### src/rtl/pc_fetch_pkg.sv
// Shared bus widths and next-PC source encodings for the fetch stage.
package pc_fetch_pkg;

  localparam int unsigned ADDRESS_BUS_WIDTH = 16;
  localparam int unsigned DATA_BUS_WIDTH    = 16;

  // Next-PC source select, fed to the mux4
  typedef enum logic [1:0] {
    SelSeq    = 2'd0,
    SelBranch = 2'd1,
    SelJump   = 2'd2,
    SelIrq    = 2'd3
  } pc_sel_e;

  // Priority: irq > jump > branch > sequential
  function automatic pc_sel_e pc_sel_encode(input logic irq, input logic jump,
                                            input logic branch_taken);
    if (irq) begin
      return SelIrq;
    end else if (jump) begin
      return SelJump;
    end else if (branch_taken) begin
      return SelBranch;
    end
    return SelSeq;
  endfunction

endpackage

### src/rtl/pc_fetch_mux4.sv
// Generic 4:1 multiplexer used for next-PC selection.
module pc_fetch_mux4 #(
  parameter int unsigned WIDTH = 16
) (
  input  logic [1:0]       sel_i,
  input  logic [WIDTH-1:0] in0_i,
  input  logic [WIDTH-1:0] in1_i,
  input  logic [WIDTH-1:0] in2_i,
  input  logic [WIDTH-1:0] in3_i,
  output logic [WIDTH-1:0] out_o
);

  // Pure combinational select
  always_comb begin
    out_o = in0_i;
    case (sel_i)
      2'd0:    out_o = in0_i;
      2'd1:    out_o = in1_i;
      2'd2:    out_o = in2_i;
      default: out_o = in3_i;
    endcase
  end

endmodule

### src/rtl/pc_fetch.sv
// Instruction fetch stage: PC register, redirect handling and a one-entry
// instruction holding slot towards decode.
module pc_fetch
  import pc_fetch_pkg::*;
#(
  parameter int unsigned      WIDTH        = ADDRESS_BUS_WIDTH,
  parameter int unsigned      DWIDTH       = DATA_BUS_WIDTH,
  parameter logic [WIDTH-1:0] RESET_VECTOR = '0,
  parameter logic [WIDTH-1:0] IRQ_VECTOR   = WIDTH'(4)
) (
  input  logic              clk,
  input  logic              reset,
  input  logic              branch_taken,
  input  logic [WIDTH-1:0]  branch_target,
  input  logic              jump,
  input  logic [WIDTH-1:0]  jump_target,
  input  logic              irq,
  output logic              mem_req,
  output logic [WIDTH-1:0]  mem_addr,
  input  logic              mem_ack,
  input  logic [DWIDTH-1:0] mem_rdata,
  output logic [DWIDTH-1:0] instr,
  output logic [WIDTH-1:0]  instr_pc,
  output logic              instr_valid,
  input  logic              instr_ready,
  output logic [WIDTH-1:0]  pc
);

  typedef enum logic [1:0] {
    StFetch = 2'd0,
    StFlush = 2'd1,
    StHold  = 2'd2
  } state_e;

  state_e             state_q, state_d;
  logic [WIDTH-1:0]   pc_q, pc_d;
  logic [WIDTH-1:0]   pend_q, pend_d;
  logic [DWIDTH-1:0]  instr_q, instr_d;
  logic [WIDTH-1:0]   instr_pc_q, instr_pc_d;

  pc_sel_e            sel;
  logic               redirect;
  logic [WIDTH-1:0]   next_pc;
  logic [WIDTH-1:0]   pc_inc;

  assign redirect = irq | jump | branch_taken;
  assign sel      = pc_sel_encode(irq, jump, branch_taken);
  // Natural wrap modulo 2^WIDTH
  assign pc_inc   = pc_q + WIDTH'(1);

  pc_fetch_mux4 #(
    .WIDTH (WIDTH)
  ) u_next_pc_mux (
    .sel_i (sel),
    .in0_i (pc_inc),
    .in1_i (branch_target),
    .in2_i (jump_target),
    .in3_i (IRQ_VECTOR),
    .out_o (next_pc)
  );

  // Next-state: fetch/flush/hold sequencing and PC updates
  always_comb begin
    state_d    = state_q;
    pc_d       = pc_q;
    pend_d     = pend_q;
    instr_d    = instr_q;
    instr_pc_d = instr_pc_q;
    case (state_q)
      StFetch: begin
        if (mem_ack) begin
          // With a redirect the returned word belongs to a dead path
          pc_d = next_pc;
          if (!redirect) begin
            instr_d    = mem_rdata;
            instr_pc_d = pc_q;
            state_d    = StHold;
          end
        end else if (redirect) begin
          // Request is in flight; keep the address and wait it out
          pend_d  = next_pc;
          state_d = StFlush;
        end
      end
      StFlush: begin
        if (mem_ack) begin
          pc_d    = redirect ? next_pc : pend_q;
          state_d = StFetch;
        end else if (redirect) begin
          pend_d = next_pc;
        end
      end
      StHold: begin
        if (redirect) begin
          pc_d    = next_pc;
          state_d = StFetch;
        end else if (instr_ready) begin
          state_d = StFetch;
        end
      end
      default: state_d = StFetch;
    endcase
  end

  // State registers with asynchronous reset
  always_ff @(posedge clk or posedge reset) begin
    if (reset) begin
      state_q    <= StFetch;
      pc_q       <= RESET_VECTOR;
      pend_q     <= '0;
      instr_q    <= '0;
      instr_pc_q <= '0;
    end else begin
      state_q    <= state_d;
      pc_q       <= pc_d;
      pend_q     <= pend_d;
      instr_q    <= instr_d;
      instr_pc_q <= instr_pc_d;
    end
  end

  // Reset gates the request directly so it drops without waiting for a clock
  assign mem_req     = (state_q != StHold) && !reset;
  assign mem_addr    = pc_q;
  assign instr_valid = (state_q == StHold);
  assign instr       = instr_q;
  assign instr_pc    = instr_pc_q;
  assign pc          = pc_q;

endmodule
### config.mk
export PLATFORM = sky130hd
export DESIGN_NAME = pc_fetch
export DESIGN_NICKNAME = d
export VERILOG_FILES = /design/src/rtl/pc_fetch_pkg.sv /design/src/rtl/pc_fetch_mux4.sv /design/src/rtl/pc_fetch.sv
export SDC_FILE = /design/constraint.sdc
export NUM_CORES = 1
export LEC_CHECK = 0
export CORE_ASPECT_RATIO = 0.6
export CORE_MARGIN = 5
export CORE_UTILIZATION = 46
export CTS_CLUSTER_DIAMETER = 50
export DETAILED_ROUTE_END_ITERATION = 12
export PLACE_DENSITY_LB_ADDON = 0.15
export SYNTH_ARGS = -nofsm -noshare
export SYNTH_HDL_FRONTEND = slang
export SYNTH_HIERARCHICAL = 1
export SYNTH_SLANG_ARGS = --single-unit
### constraint.sdc
create_clock -name clk -period 2.68 [get_ports clk]
set_input_delay 0.268 -clock clk [delete_from_list [all_inputs] [get_ports clk]]
set_output_delay 0.268 -clock clk [all_outputs]
set_load 0.05 [all_outputs]
==> metrics.md, run 1 <==
| Metric | Value |
|---|---|
| Slew Viols, Final | `0` |
| DRT Wirelength | `about 10000 um` |
| Leak | `approximately 2.1 nW` |
| Tot Pwr | `between 4 and 5 mW` |
| Via count of the first global-routing pass | `slightly below 3000` |
| Worst Setup Start Kind | `flip-flop` |
| Top area cells in the synthesized netlist | `dfrtp_1, mux2_2, mux4_2` |
| Setup Skew | `7.42 ps` |
| Finished Layout Cells | `between 500 and 600` |
| Diodes inserted | `0` |
| CP Data Required Time | `approximately 2900 ps` |
| Post-synthesis adder-cell area fraction | `less than 1%` |
| WP data arrival | `2590 ps` |
| Min-Delay Path Class | `in2async` |
| Setup TNS | `0 ps` |
| Number of CTS-inserted buffers | `9` |
| Layout net count | `472` |
| Die ar. | `approximately 9800 um2` |
| Final hold vios | `0` |
| Post-Synth Simple-Gate Area | `between 8 and 9%` |
| Drt initial violations | `between 200 and 250` |
| CTS root buffer | `clkbuf_16` |
| Placed insts | `about 510` |
| Max clock buf depth | `2` |
| Std cell rows | `25` |
| GPL Wtd Cong | `approximately 0.84` |
| Clk slew on worst S/H paths | `roughly 60 ps` |
| P per Cell Area | `855 nW/um2` |
| Largest area contributor in the netlist | `dfrtp_1` |
| Cells after Synth | `roughly 300` |
| Dpl hpwl | `7280 um` |
| Total Routing Usage GR | `21.4%` |
| Final worst-path cycle share | `between 80% and 90%` |
| Critical Path Fanout Max | `6` |
| Vias/cell | `about 5.5` |
| Critical path class | `reg2reg` |
| DRT antenna net count | `0` |
| Global-route wire length before repair | `16400 um` |
| VDD IR max | `297 uV` |
| Worst-Skew Late Latency | `about 340 ps` |
| Setup Buffers After CTS | `0` |
| Mux contribution to synthesized area | `approximately a quarter` |
| Crit end category | `flip-flop` |
| P&R area growth vs syn | `42.8%` |
| Register area share after synthesis | `a little under half` |
| Fmax | `422 MHz` |
| Routed WL per cell | `around 19 um` |
| Synth Area in Compound Gates | `9.18%` |
| Setup Viol. Count Final | `0` |
| Resized Gates After CTS | `0` |
| Least-Margin Pin Slew | `664 ps` |
| Xor/xnor share of the synthesized area | `around 3.4%` |
| Initial antenna violation count | `0` |
| Grt ovf | `0` |
| TritonCTS clock tree | `yes` |
| Initial Util | `a little under half` |
| Layout cells sized above 1 | `approximately 22%` |
| IO Pins | `121` |
| Slew headroom | `between 50% and 60%` |
| Post-Syn Area | `approximately 3600 um2` |
| PortBufs | `120` |
| Distinct cells, synth | `35` |
| Post-synth top area share | `between 40% and 50%` |
| Syn_area_per_cell | `about 12 um2` |
| # Max-Cap Violations | `0` |
| H-tree Lvls | `3` |
| CTS sink cnt | `between 60 and 70` |
| Vias | `2920` |
| CTS Hold Bufs | `0` |
| Chip width | `124 um` |
| Die Y | `between 70 and 80 um` |
| Synthesized flop and latch total | `66` |
| Synth warn | `6` |
| Residual DRC count | `0` |
| Min Tclk post-route | `2370 ps` |
| Largest net degree at the start of global routing | `37` |
| Core area | `approximately 7800 um2` |
| RSZ-0062 raised after global routing | `no` |
| Status | `finished clean` |
| Router iterations before antenna repair | `4` |
| Main combinational cell family by area after synthesis | `multiplexers` |
-- area by class of cell --
cell class                 count  area, um2
fill                         645       2600
multi-input combinational    199       1740
sequential                    66       1650
timing repair buffer         135       1330
clock buffer                  10        239
tap                          108        135
clock inverter                 6       41.3
inverter                       5       18.8
-- critical path, stage by stage, from the launching register on --
cell     delay (ps)
dfrtp_1         510
ha_1            300
nand3_1         230
nor4_1          340
xor2_1          120
mux4_2          470
mux2_2          270
-- worst paths after layout --
path	startpoint	endpoint	slack (ps)	cells past startpoint
setup / recovery	mem_addr[0]	pend_q[12]	310	6
hold / removal	reset	pend_q[3]	380	3
setup reg to reg	mem_addr[0]	pend_q[12]	310	6
hold reg to reg	instr[9]	instr[9]	490	1
max in group asynchronous	reset	instr[2]	1950	3
min in group clk	instr[9]	instr[9]	490	1
-- flip-flops by register name (all words and copies together), names as in the netlist --
register,flops
state_q,2
instr_pc,16
mem_addr,16
pend_q,16
instr,16
-- cells by family after synthesis --
| group | Yosys count |
|---|---|
| multiplexers | 64 |
| AND/OR/NAND/NOR | 53 |
| XOR/XNOR | 14 |
| adder cells (fa/ha/maj) | 1 |
| AO/OA/AOI/OAI | 51 |
| other | 2 |
| flip-flops | 66 |
| buffers and inverters | 43 |
-- power breakdown --
part | internal [mW] | leakage, nW | switching, mW
Clock | 0.650 | 0.131 | 0.449
Sequential | 1.23 | 0.777 | 0.165
Combinational | 0.732 | 1.17 | 1.19
Total | 2.61 | 2.08 | 1.80
-- metal layers --
metal | global-route usage [%] | vias up | routed length, um
met5 | 0 | - | 0
met4 | 5.36 | 0 | 106
met3 | 8.43 | 9 | 1140
met2 | 30.6 | 169 | 4370
met1 | 30.5 | 1426 | 4570
li1 | - | 1316 | -
-- placed cells by master (no fill, tap or decap), drive strengths merged --
cell,Yosys,final
ha,1,1
clkinv,0,2
o21ai,16,16
nor4,6,6
conb,2,16
nand3,21,21
nand2,7,7
clkinvlp,0,3
or2,1,1
dfrtp,66,66
xor2,10,10
a31oi,16,16
a21o,2,2
nor2b,3,3
nand4,3,3
clkdlybuf4s50,0,118
or3,1,1
mux2,48,48
inv,5,6
mux4,16,16
nor3,6,6
xnor2,4,4
nor2,4,4
a2111oi,1,1
nand2b,1,1
a211oi,16,16
buf,30,17
clkbuf,8,10
-- through the flow --
step	hold WS [ps]	worst slack (ps)	cell area, um2	util (%)
global route	422	129	5160	66.5
floorplan	339	248	3660	-
detailed placement	484	328	4880	62.9
finish	382	311	5160	66.5
CTS	385	333	5160	66.5
global placement	478	376	4880	62.9
-- synth_stat cells (all sizes together) --
cell     number
nor3          6
ha            1
buf          30
nor4          6
a21o          2
nand3        21
nand2b        1
mux4         16
a31oi        16
a211oi       16
nor2b         3
mux2         48
dfrtp        66
a2111oi       1
xnor2         4
nand4         3
nor2          4
clkbuf        8
xor2         10
or2           1
nand2         7
o21ai        16
or3           1
inv           5
conb          2
(Power assumes the default switching activity.)
==> run 2, diff against run 1 <==
--- a/config.mk
+++ b/config.mk
@@ -10,6 +10,7 @@
 export CORE_UTILIZATION = 46
 export CTS_CLUSTER_DIAMETER = 50
 export DETAILED_ROUTE_END_ITERATION = 12
+export GPL_ROUTABILITY_DRIVEN = 0
 export PLACE_DENSITY_LB_ADDON = 0.15
 export SYNTH_ARGS = -nofsm -noshare
 export SYNTH_HDL_FRONTEND = slang
==> results of run 2 <==
Same layout as run 1: the final DEF is identical, and so are final timing and power.
==> run 3, diff against run 2 <==
--- a/config.mk
+++ b/config.mk
@@ -11,6 +11,7 @@
 export CTS_CLUSTER_DIAMETER = 50
 export DETAILED_ROUTE_END_ITERATION = 12
 export GPL_ROUTABILITY_DRIVEN = 0
+export GPL_TIMING_DRIVEN = 0
 export PLACE_DENSITY_LB_ADDON = 0.15
 export SYNTH_ARGS = -nofsm -noshare
 export SYNTH_HDL_FRONTEND = slang
==> metrics.md, run 3 (synthesis gave the netlist of run 1 again) <==
| Metric | Value |
|---|---|
| Initial antenna violation count | `0 (unchanged)` |
| Reg2reg end | `pend_q[12]` |
| Min-Delay Path Class | `in2async` |
| Leak | `2.18 nW (+4.8%)` |
| PortBufs | `120 (unchanged)` |
| Dpl hpwl | `7550 um (+3.7%)` |
| Core area | `7760 um2 (unchanged)` |
| Most frequent cells in the layout | `clkdlybuf4s50_1, dfrtp_1, mux2_2, nand3_1` |
| Clk slew on worst S/H paths | `50 ps (about the same)` |
| Reg2reg path depth | `6 (unchanged)` |
| VDD IR max | `377 uV (+27%)` |
| Commonest non-fill, non-tap cell in the layout | `clkdlybuf4s50_1` |
| Setup Viol. Count Final | `0 (unchanged)` |
| Number of CTS-inserted buffers | `9 (unchanged)` |
| Slew headroom | `54.0% (-1.7 points)` |
| Vias | `2999 (+2.7%)` |
| P per Cell Area | `863 nW/um2 (+0.85%)` |
| Final hold vios | `0 (unchanged)` |
| IO Pins | `121 (unchanged)` |
| Worst-path cell with the longest stage delay | `clkdlybuf4s50_1` |
| Router iterations before antenna repair | `5 (+1)` |
| Drt initial violations | `222 (-7.1%)` |
| Reg-to-reg setup timing slack | `180 ps (-130 ps)` |
| TritonCTS clock tree | `yes` |
| Vias/cell | `5.42 (-1.8%)` |
| Worst Setup Start Kind | `flip-flop` |
| Total Routing Usage GR | `21.7% (+0.26 points)` |
| Die Y | `78.6 um (unchanged)` |
| Status | `finished clean` |
| Least-Margin Pin Slew | `689 ps (+25.2 ps)` |
| Setup WS post-layout | `137 ps (-175 ps)` |
| Via count of the first global-routing pass | `3187 (+8.4%)` |
| Final worst-path cycle share | `94.9% (+6.5 points)` |
| Slew Viols, Final | `0 (unchanged)` |
| P&R area growth vs syn | `47.9%` |
| Largest net degree at the start of global routing | `36 (-2.7%)` |
| Chip width | `124 um (unchanged)` |
| Slowest cell delay on critical path | `850 ps (+340 ps)` |
| Critical Path Fanout Max | `10 (+4)` |
| Buf+Inv Stages, Crit Path | `3 (+3)` |
| RSZ-0062 raised after global routing | `no` |
| Crit path max-delay family | `buffers and inverters` |
| Crit-path cells | `nor2b_1 > buf_2 > buf_2 > clkdlybuf4s50_1` |
| Die ar. | `9780 um2 (unchanged)` |
| CTS sink cnt | `66 (unchanged)` |
| Worst-Skew Late Latency | `330 ps (about the same)` |
| Cell mode on critical path | `buf_2` |
| RR Startpoint | `mem_addr[0]` |
| Grt ovf | `0 (unchanged)` |
| DRT Wirelength | `9980 um (-2.0%)` |
| WP data arrival | `2280 ps (-310 ps)` |
| Max clock buf depth | `2 (unchanged)` |
| Resized Gates After CTS | `0 (unchanged)` |
| # Max-Cap Violations | `0 (unchanged)` |
| Pre-CTS setup slack | `216 ps (-113 ps)` |
| Layout net count | `496 (+5.1%)` |
| Diodes inserted | `0 (unchanged)` |
| Routed WL per cell | `18.0 um (-6.2%)` |
| Layout cells sized above 1 | `24.0% (+2.0 points)` |
| Residual DRC count | `0 (unchanged)` |
| Initial Util | `46.6% (unchanged)` |
| Crit end category | `primary output` |
| Setup Skew | `7.95 ps (+0.528 ps)` |
| Std cell rows | `25 (unchanged)` |
| CTS Hold Bufs | `0 (unchanged)` |
| CP Data Required Time | `2410 ps (-490 ps)` |
| CTS root buffer | `clkbuf_16` |
| Fmax | `393 MHz (-6.9%)` |
| Critical path class | `reg2out` |
| Setup Buffers After CTS | `0 (unchanged)` |
| H-tree Lvls | `3 (unchanged)` |
| Min Tclk post-route | `2540 ps (+175 ps)` |
| DRT antenna net count | `0 (unchanged)` |
| Global-route wire length before repair | `16500 um (+0.84%)` |
| Final Util | `68.9% (+2.4 points)` |
==> run 3: layer usage <==
layer | GRT usage [%] | share of wire [%] | up-vias
li1 | - | - | 1367
met1 | 30.3 | 45 | 1463
met2 | 33.5 | 45 | 157
met3 | 6.12 | 8.3 | 12
met4 | 5.47 | 1.2 | 0
met5 | 0 | 0 | -
==> run 3: final cells by class <==
class / count / area, um2
Inverter: 5 / 18.8
Clock inverter: 5 / 77.6
Tap cell: 108 / 135
Buffer: 38 / 255
Multi-Input combinational cell: 199 / 1740
Sequential cell: 66 / 1650
Fill cell: 609 / 2420
Timing Repair Buffer: 121 / 1220
Clock buffer: 11 / 243
==> run 3: where the power goes <==
part / internal (mW) / switching, mW / total (mW) / leakage (nW)
combinational: 0.770 / 1.17 / 1.94 / 1.25
sequential: 1.23 / 0.187 / 1.42 / 0.777
clock: 0.835 / 0.412 / 1.25 / 0.156
total: 2.84 / 1.77 / 4.61 / 2.18
==> run 3: how the worst max path moves through the flow <==
stage | from | to | slack [ps] | cells after the start
4_1_cts | state_q[1] | instr_valid | 140 | 4
3_5_place_dp | mem_addr[0] | pend_q[12] | 220 | 6
6_report | state_q[1] | instr_valid | 140 | 4
2_1_floorplan | mem_addr[0] | pend_q[12] | 250 | 6
3_3_place_gp | reset | instr[0] | -410 | 2
5_1_grt | state_q[1] | instr_valid | 30 | 4
==> run 3: metrics by stage <==
step / instance area [um2] / TNS [ps] / hold slack, ps / power (mW) / cells
floorplan: 3660 / 0 / 339 / 2.68 / 308
global placement: 5000 / -27050 / 475 / 3.33 / 536
detailed placement: 5020 / 0 / 481 / 3.38 / 537
CTS: 5340 / 0 / 413 / 4.64 / 553
global route: 5340 / 0 / 458 / 4.81 / 553
finish: 5340 / 0 / 394 / 4.61 / 553
